$ cat config.mk
export PLATFORM = sky130hd
export DESIGN_NAME = instruction_prefetch_unit
export DESIGN_NICKNAME = d
export VERILOG_FILES = /design/src/rtl/riscv_pkg.sv /design/src/rtl/prefetch_fifo.sv /design/src/rtl/instruction_prefetch_unit.sv
export SDC_FILE = /design/constraint.sdc
export NUM_CORES = 1
export LEC_CHECK = 0
export CELL_PAD_IN_SITES_DETAIL_PLACEMENT = 0
export CELL_PAD_IN_SITES_GLOBAL_PLACEMENT = 2
export CORE_MARGIN = 1
export CORE_UTILIZATION = 45
export CTS_CLUSTER_DIAMETER = 120
export DETAILED_ROUTE_END_ITERATION = 12
export PLACE_DENSITY_LB_ADDON = 0.1
export SETUP_SLACK_MARGIN = 0.02
export SKIP_LAST_GASP = 1
export SYNTH_ARGS = -nofsm -noshare
export SYNTH_HDL_FRONTEND = slang
export SYNTH_SLANG_ARGS = --single-unit
$ cat constraint.sdc
create_clock -name clk -period 5 [get_ports clk]
set_input_delay 1 -clock clk [delete_from_list [all_inputs] [get_ports clk]]
set_output_delay 1 -clock clk [all_outputs]
set_load 0.1 [all_outputs]
$ cat src/rtl/riscv_pkg.sv
// Shared RISC-V front-end constants used by the fetch path.
package riscv_pkg;
  localparam int unsigned XLEN      = 32;
  localparam int unsigned INSTR_W   = 32;
  localparam logic [INSTR_W-1:0] NOP_INSTR = 32'h0000_0013;
  localparam int unsigned PC_STEP   = 4;
endpackage

$ cat src/rtl/prefetch_fifo.sv
// Show-ahead FIFO with synchronous push/pop and single-cycle flush.
module prefetch_fifo #(
  parameter int unsigned WIDTH = 64,
  parameter int unsigned DEPTH = 4
) (
  input  logic                       clk,
  input  logic                       rst_n,
  input  logic                       i_flush,
  input  logic                       i_push,
  input  logic [WIDTH-1:0]           i_push_data,
  input  logic                       i_pop,
  output logic [WIDTH-1:0]           o_head,
  output logic                       o_full,
  output logic                       o_empty,
  output logic [$clog2(DEPTH):0]     o_count
);
  localparam int unsigned AW = $clog2(DEPTH);
  localparam int unsigned CW = AW + 1;

  logic [WIDTH-1:0] r_mem [DEPTH];
  logic [AW-1:0]    r_rd_ptr;
  logic [AW-1:0]    r_wr_ptr;
  logic [CW-1:0]    r_count;
  logic             w_push;
  logic             w_pop;

  assign o_empty = (r_count == '0);
  assign o_full  = (r_count == CW'(DEPTH));
  assign o_count = r_count;
  assign o_head  = r_mem[r_rd_ptr];
  assign w_pop   = i_pop && !o_empty;
  // A full queue may still accept a push when the head leaves in the same cycle.
  assign w_push  = i_push && (!o_full || w_pop);

  always_ff @(posedge clk or negedge rst_n) begin
    if (!rst_n) begin
      r_rd_ptr <= '0;
      r_wr_ptr <= '0;
      r_count  <= '0;
    end else if (i_flush) begin
      r_rd_ptr <= '0;
      r_wr_ptr <= '0;
      r_count  <= '0;
    end else begin
      if (w_push) r_wr_ptr <= r_wr_ptr + 1'b1;
      if (w_pop)  r_rd_ptr <= r_rd_ptr + 1'b1;
      case ({w_push, w_pop})
        2'b10:   r_count <= r_count + 1'b1;
        2'b01:   r_count <= r_count - 1'b1;
        default: r_count <= r_count;
      endcase
    end
  end

  always_ff @(posedge clk) begin
    if (w_push && !i_flush) r_mem[r_wr_ptr] <= i_push_data;
  end
endmodule

$ cat src/rtl/instruction_prefetch_unit.sv
// Fetch front-end: credit-limited sequential fetch, in-order response queue, redirect flush.
module instruction_prefetch_unit #(
  parameter int unsigned     XLEN     = riscv_pkg::XLEN,
  parameter int unsigned     DEPTH    = 4,
  parameter logic [XLEN-1:0] RESET_PC = '0
) (
  input  logic                          clk,
  input  logic                          reset,
  input  logic                          stall,
  input  logic                          redirect,
  input  logic [XLEN-1:0]               redirect_pc,
  output logic                          imem_req_valid,
  input  logic                          imem_req_ready,
  output logic [XLEN-1:0]               imem_req_addr,
  input  logic                          imem_rsp_valid,
  input  logic [riscv_pkg::INSTR_W-1:0] imem_rsp_data,
  output logic                          if_valid,
  output logic [XLEN-1:0]               if_pc,
  output logic [riscv_pkg::INSTR_W-1:0] if_instruction
);
  import riscv_pkg::*;

  localparam int unsigned AW = $clog2(DEPTH);
  localparam int unsigned CW = AW + 1;
  localparam int unsigned EW = XLEN + INSTR_W;

  logic [XLEN-1:0] r_fetch_pc;
  logic [CW-1:0]   r_in_flight;
  logic [CW-1:0]   r_discard;
  logic [XLEN-1:0] r_tag [DEPTH];
  logic [AW-1:0]   r_tag_wr;
  logic [AW-1:0]   r_tag_rd;
  logic [XLEN-1:0] r_last_pc;

  logic            w_accept;
  logic            w_push;
  logic            w_pop;
  logic            w_fifo_full;
  logic            w_fifo_empty;
  logic [CW-1:0]   w_count;
  logic [CW:0]     w_credit_used;
  logic [EW-1:0]   w_head;
  logic [XLEN-1:0] w_head_pc;

  // Queued plus outstanding entries bound the queue, so a response always has a slot.
  assign w_credit_used  = {1'b0, w_count} + {1'b0, r_in_flight};
  assign imem_req_valid = reset && !redirect && !w_fifo_full
                          && (w_credit_used < (CW+1)'(DEPTH));
  assign imem_req_addr  = r_fetch_pc;
  assign w_accept       = imem_req_valid && imem_req_ready;
  assign w_push         = imem_rsp_valid && (r_discard == '0) && !redirect;
  assign w_pop          = !w_fifo_empty && !stall && !redirect;

  assign w_head_pc      = w_head[EW-1:INSTR_W];
  assign if_valid       = !w_fifo_empty;
  assign if_pc          = w_fifo_empty ? r_last_pc : w_head_pc;
  assign if_instruction = w_fifo_empty ? NOP_INSTR : w_head[INSTR_W-1:0];

  prefetch_fifo #(
    .WIDTH (EW),
    .DEPTH (DEPTH)
  ) u_fifo (
    .clk         (clk),
    .rst_n       (reset),
    .i_flush     (redirect),
    .i_push      (w_push),
    .i_push_data ({r_tag[r_tag_rd], imem_rsp_data}),
    .i_pop       (w_pop),
    .o_head      (w_head),
    .o_full      (w_fifo_full),
    .o_empty     (w_fifo_empty),
    .o_count     (w_count)
  );

  always_ff @(posedge clk or negedge reset) begin
    if (!reset) begin
      r_fetch_pc  <= RESET_PC;
      r_in_flight <= '0;
      r_discard   <= '0;
      r_tag_wr    <= '0;
      r_tag_rd    <= '0;
      r_last_pc   <= '0;
    end else begin
      if (w_accept)       r_tag_wr <= r_tag_wr + 1'b1;
      if (imem_rsp_valid) r_tag_rd <= r_tag_rd + 1'b1;
      if (!w_fifo_empty)  r_last_pc <= w_head_pc;

      // Every outstanding response except one landing now must be dropped after a redirect.
      if (redirect) begin
        r_fetch_pc <= {redirect_pc[XLEN-1:2], 2'b00};
        r_discard  <= r_in_flight - CW'(imem_rsp_valid);
      end else begin
        if (w_accept) r_fetch_pc <= r_fetch_pc + XLEN'(PC_STEP);
        if (imem_rsp_valid && (r_discard != '0)) r_discard <= r_discard - 1'b1;
      end

      case ({w_accept, imem_rsp_valid})
        2'b10:   r_in_flight <= r_in_flight + 1'b1;
        2'b01:   r_in_flight <= r_in_flight - 1'b1;
        default: r_in_flight <= r_in_flight;
      endcase
    end
  end

  always_ff @(posedge clk) begin
    if (w_accept) r_tag[r_tag_wr] <= r_fetch_pc;
  end
endmodule

Yosys cells after proc, flatten, opt, wreduce, memory -nomap -nowiden
Memory sizes are Yosys's and may differ from the RTL's. Cells that the tools add are included.

Magnitude comparators: 1. Muxes and demuxes: 17. Reduce and logical (&&, ||, !) cells: 26. $add $sub $neg: 12. Equality and inequality tests: 5.

Operator list (count): 2-to-1 mux 32 bit (4); adder 32 x 3 -> 32 bit, second input constant (1); logical AND 1 bit (12); one-hot mux 3 bit (2 select lines) (2); nonzero test 2 bit (5); 2-to-1 mux 3 bit (3); subtractor 3 x 1 -> 3 bit, second input constant (3); adder 2 x 1 -> 2 bit, second input constant (4); 2-to-1 mux 2 bit (4); adder 3 x 1 -> 3 bit, second input constant (2); logical NOT 3 bit (2); nonzero test 3 bit (2); adder 3 x 3 -> 4 bit (1); == test 2 x 1 -> 1 bit, second input constant (2); == test 2 bit, second input constant (2); logical NOT 1 bit (4); < comparator 4 x 3 -> 1 bit, second input constant (1); 2-to-1 mux 1 bit (4); == test 3 bit, second input constant (1); subtractor 3 x 1 -> 3 bit (1); logical OR 1 bit (1).

Output and inout port bits: 98. Bits of input ports: 70. Register bits after elaboration: 81. RAM bits: 384. Memories kept: 2.

Memories: u_fifo.r_mem (words 4, bits a word 64, rd ports 1, clocked after memory_dff 0, write ports 1, line prefetch_fifo.sv:20) `logic [WIDTH-1:0] r_mem [DEPTH];`; r_tag (words 4, bits a word 32, rd ports 1, clocked after memory_dff 0, write ports 1, line instruction_prefetch_unit.sv:30) `logic [XLEN-1:0] r_tag [DEPTH];`.

Logic depth before layout (Yosys ltp)
Depth in word-level cells: 10. Mapped depth: 13. Depth with buffers taken out: 11.

By module
From an unflattened synthesis, not the netlist that was laid out.

Cell total of the unflattened synthesis: 956. Area, all modules: 18069.8 sq um.

Modules (own cells, without submodules): prefetch_fifo (sequential area each 7862.5 sq um, area each 9800.6 sq um, instances 1, cells an instance 398); instruction_prefetch_unit (sequential area each 5405.2 sq um, area each 8269.2 sq um, instances 1, cells an instance 558).

Least setup slack after synthesis
No wires, ideal clock.

Path kind: input -> register. From: input redirect. To: memory r_tag[0][10] (enable). Data required time: 4610 ps. Stages on the path: 5. Arrival: 3806 ps. Setup slack: 805 ps. Cell sequence: clkbuf_1 or3b_4 a2111oi_4 clkbuf_1 and3_1.

Word-level cells in the longest chain between the ends: 7.

Ends and longest elaborated chain: from (decl) (line instruction_prefetch_unit.sv:10) `input logic redirect,`; logical NOT 1 bit (line instruction_prefetch_unit.sv:47) `assign imem_req_valid = reset && !redirect && !w_fifo_full`; logical AND 1 bit (2 in series) (line instruction_prefetch_unit.sv:47); logical AND 1 bit (line instruction_prefetch_unit.sv:48) `&& (w_credit_used < (CW+1)'(DEPTH));`; named net imem_req_valid (line instruction_prefetch_unit.sv:12) `output logic imem_req_valid,`; logical AND 1 bit (line instruction_prefetch_unit.sv:50) `assign w_accept = imem_req_valid && imem_req_ready;`; 2-to-1 mux 1 bit (line instruction_prefetch_unit.sv:106) `if (w_accept) r_tag[r_tag_wr] <= r_fetch_pc;`; 2-to-1 mux 1 bit (implied by the code) (line instruction_prefetch_unit.sv:106); to (decl) (line instruction_prefetch_unit.sv:30).

The timed path passes the listed nets, and every way through them passes these cells.

Worst setup path after layout
From: register u_fifo.r_rd_ptr[0]. To: output if_instruction[0] (netlist name).

Word-level cells in the longest chain between the ends: 2.

Ends and longest elaborated chain: from (decl) (line prefetch_fifo.sv:21) `logic [AW-1:0] r_rd_ptr;`; from (signal assigned) (line prefetch_fifo.sv:46) `if (w_pop) r_rd_ptr <= r_rd_ptr + 1'b1;`; memory read (4 x 64 bit); 2-to-1 mux 32 bit (line instruction_prefetch_unit.sv:57) `assign if_instruction = w_fifo_empty ? NOP_INSTR : w_head[INSTR_W-1:0];`; to (decl) (line instruction_prefetch_unit.sv:19) `output logic [riscv_pkg::INSTR_W-1:0] if_instruction`.

No other way between the ends.

==> impl_metrics.ini <==
[global_route]
grt_max_degree = 51
grt_pass1_vias = 9357
grt_use_total = 0.189
overflow = 0
antenna_found_initial = 0
grt_first_pass_wirelength_um = 55700

[final_layout]
area_growth_pct = 21.7
nets = 1196
regArea_mm2 = 0.0130
drive_gt1_frac = 0.228
multi_input_area_mm2 = 0.00429
fill_cells = 3043
postLayoutCoreUtil = 0.562
n_antenna_cell = 0

[worst_setup_path]
cp-start-kind = register
r2r.worst_path.cells = 12
r2r_slack_ps = 1890
cp_data_required_time_ps = 4000
r2r-end = r_in_flight[2]
critPathKind = reg -> out
path_max_fanout = 34
crit_slowest_cell = clkdlybuf4s50_1
path_depth = 3
end_kind = primary output
endpoint = if_instruction[0]
crit_chain = mux4_2 -> or2_2 -> clkdlybuf4s50_1
startpoint = u_fifo.r_rd_ptr[0]
cp.arrival_ps = 3280
reg2reg_from = u_fifo.o_count[1]
critical-path-top-delay-family = buffers and inverters
slowest_delay_ps = 970
crit_buf_inv = 1

[logic_synthesis]
synth_top_area_share = 0.630
synth_common_cells = edfxtp_1 (368), mux4_2 (92), dfrtp_1 (79), nand2_1 (45), and2_1 (35)
synth_most_common_cell = edfxtp_1
yosysTopAreaCell = edfxtp_1
ys_warn_count = 0
seq_area_frac_synth = 0.742
synth-seq-cells = 447
synthFlopType = edfxtp_1
synth_top_cells_by_area = edfxtp_1 (63%), mux4_2 (12%), dfrtp_1 (11%), mux2_2 (1.9%), and2_1 (1.2%)
syn_inst = 915
synth-edff-count = 368
synth_cell_types = 53
avgSynthCellArea_um2 = 19.2
syn_area_mm2 = 0.0176
synthArstFlopShare = 0.177

[cts]
cts-root-buf = clkbuf_16
cts_tree = yes
clkLatencyLatePin_ps = 570
h-tree-depth = 2
path_clk_slew_ps = 50
cts_resized = 0
cts_max_path_buffers = 3
clock_sink_count = 447
postCtsHoldBufs = 0
numCtsBuffers = 47
cts_setup_buffers = 0

[pwr]
power.leakage_nw = 7.19
power.density_mw_per_mm2 = 534
vdd_drop_max_mv = 0.286

[sta]
rsz0062_at_grt = no
skew_ps = 23.1
finalSetupTns_ps = 0
clock.fmax_ghz = 0.234
min_period_ps = 4280
tightestPinTransition_ps = 1060
finalCritPeriodShare = 0.855
final_hold_viol_count = 0
hold_ws_ps = 398
finalSetupViolations = 0
max_slew_margin = 0.294
report.final.slew_viol_count = 0

[routing]
first_iter_violations = 444
via_per_inst = 5.37
wl_per_cell_um = 21.7
wl_um = 35900
drtPass1Iterations = 5
drc_errors = 0
antenna_left = 0
vias = 8908

[floorplanning]
dieArea_mm2 = 0.0398
io_pins = 168
row_count = 71
core-area_mm2 = 0.0380
die_y_um = 199
die_x_um = 199
start_util = 0.462

[placed_design]
io_buffers = 163
dp_hpwl_um = 22700
routabilityCongestion = 0.735

[job]
maxCapViolCount = 0

[worst_hold_path]
worstHoldPathType = in -> async

[run_status]
status = complete, no violations
-- final cells by class --
type,instances,share of cell area
well taps,511,0.0299
flip-flops and latches,447,0.610
multi-input cells,407,0.201
inverters,17,0.00299
clock inverters,20,0.00867
repair buffers,188,0.0865
clock buffers,68,0.0606
-- stage by stage --
| step | setup WS [ps] | total power [mW] | instances | cell area [um^2] |
|---|---|---|---|---|
| 2_1_floorplan | 805 | 7.35 | 916 | 17600 |
| 3_3_place_gp | 1130 | 8.15 | 1570 | 19900 |
| 3_5_place_dp | 1100 | 8.19 | 1570 | 19900 |
| 4_1_cts | 611 | 11.5 | 1658 | 21400 |
| 5_1_grt | 536 | 11.8 | 1658 | 21400 |
| 6_report | 724 | 11.4 | 1658 | 21400 |
-- state kept, by name, summed over array words and instances, names as in the netlist --
signal and cells:
imem_req_addr 30, r_tag_rd 2, u_fifo.r_rd_ptr 2, u_fifo.r_wr_ptr 2
r_last_pc 32, r_tag_wr 2, u_fifo.r_mem 248, r_tag 120
r_discard 3, u_fifo.o_count 3, r_in_flight 3
-- worst reg2reg max path, cell delays in order, from the launching register on --
cell       delay [ps]
dfrtp_1           460
ha_1              300
and3_1            200
a2111oi_4          60
buf_4             210
and2_1            200
inv_2             470
ha_1              320
inv_1              60
fa_1              370
xor2_1            150
nor2_1            110
xor2_1            140
-- power by group --
group	total (mW)	switching, mW	internal [mW]
clock network	3.33	1.37	1.96
registers	4.78	0.271	4.51
logic	3.28	2.34	0.945
-- layout by cell type, fill, tap and decap left out, types with 11 or more instances in the layout --
| cell type | n |
|---|---|
| inv_1 | 15 |
| xor2_1 | 14 |
| mux4_2 | 92 |
| nand2_1 | 45 |
| buf_4 | 48 |
| dfrtp_1 | 75 |
| and2_1 | 35 |
| nand4_1 | 11 |
| edfxtp_1 | 368 |
| nand3_1 | 21 |
| nor2_1 | 23 |
| clkbuf_1 | 17 |
| clkdlybuf4s50_1 | 130 |
| ha_1 | 16 |
| clkbuf_16 | 47 |
| mux2_2 | 30 |
-- worst min path at each step --
stage,to,cells after the start
2_1_floorplan,r_in_flight[0],1
3_3_place_gp,r_last_pc[1],1
3_5_place_dp,r_last_pc[1],1
4_1_cts,u_fifo.r_wr_ptr[0],1
5_1_grt,imem_req_addr[24],1
6_report,u_fifo.o_count[2],1
-- kinds of logic (layout without fill, tap and decap cells) --
logic type      after synthesis  in the layout  synth area share
simple gates                178            178            0.0535
compound gates               64             64            0.0275
other cells                   1              2          0.000214
flops                       447            447             0.742
xor+xnor                     21             21            0.0105
buf+inv                      62            293            0.0139
fa+ha+maj                    18             18            0.0137
mux                         124            124             0.138
-- layer usage --
layer	part of all wire	global-route usage	vias to the layer above
met5	0	0	-
met4	0.023	0.0614	0
met3	0.045	0.0289	53
met2	0.48	0.306	212
met1	0.45	0.264	4592
li1	-	-	4051
Note: power is estimated with default switching activity, not from simulation.
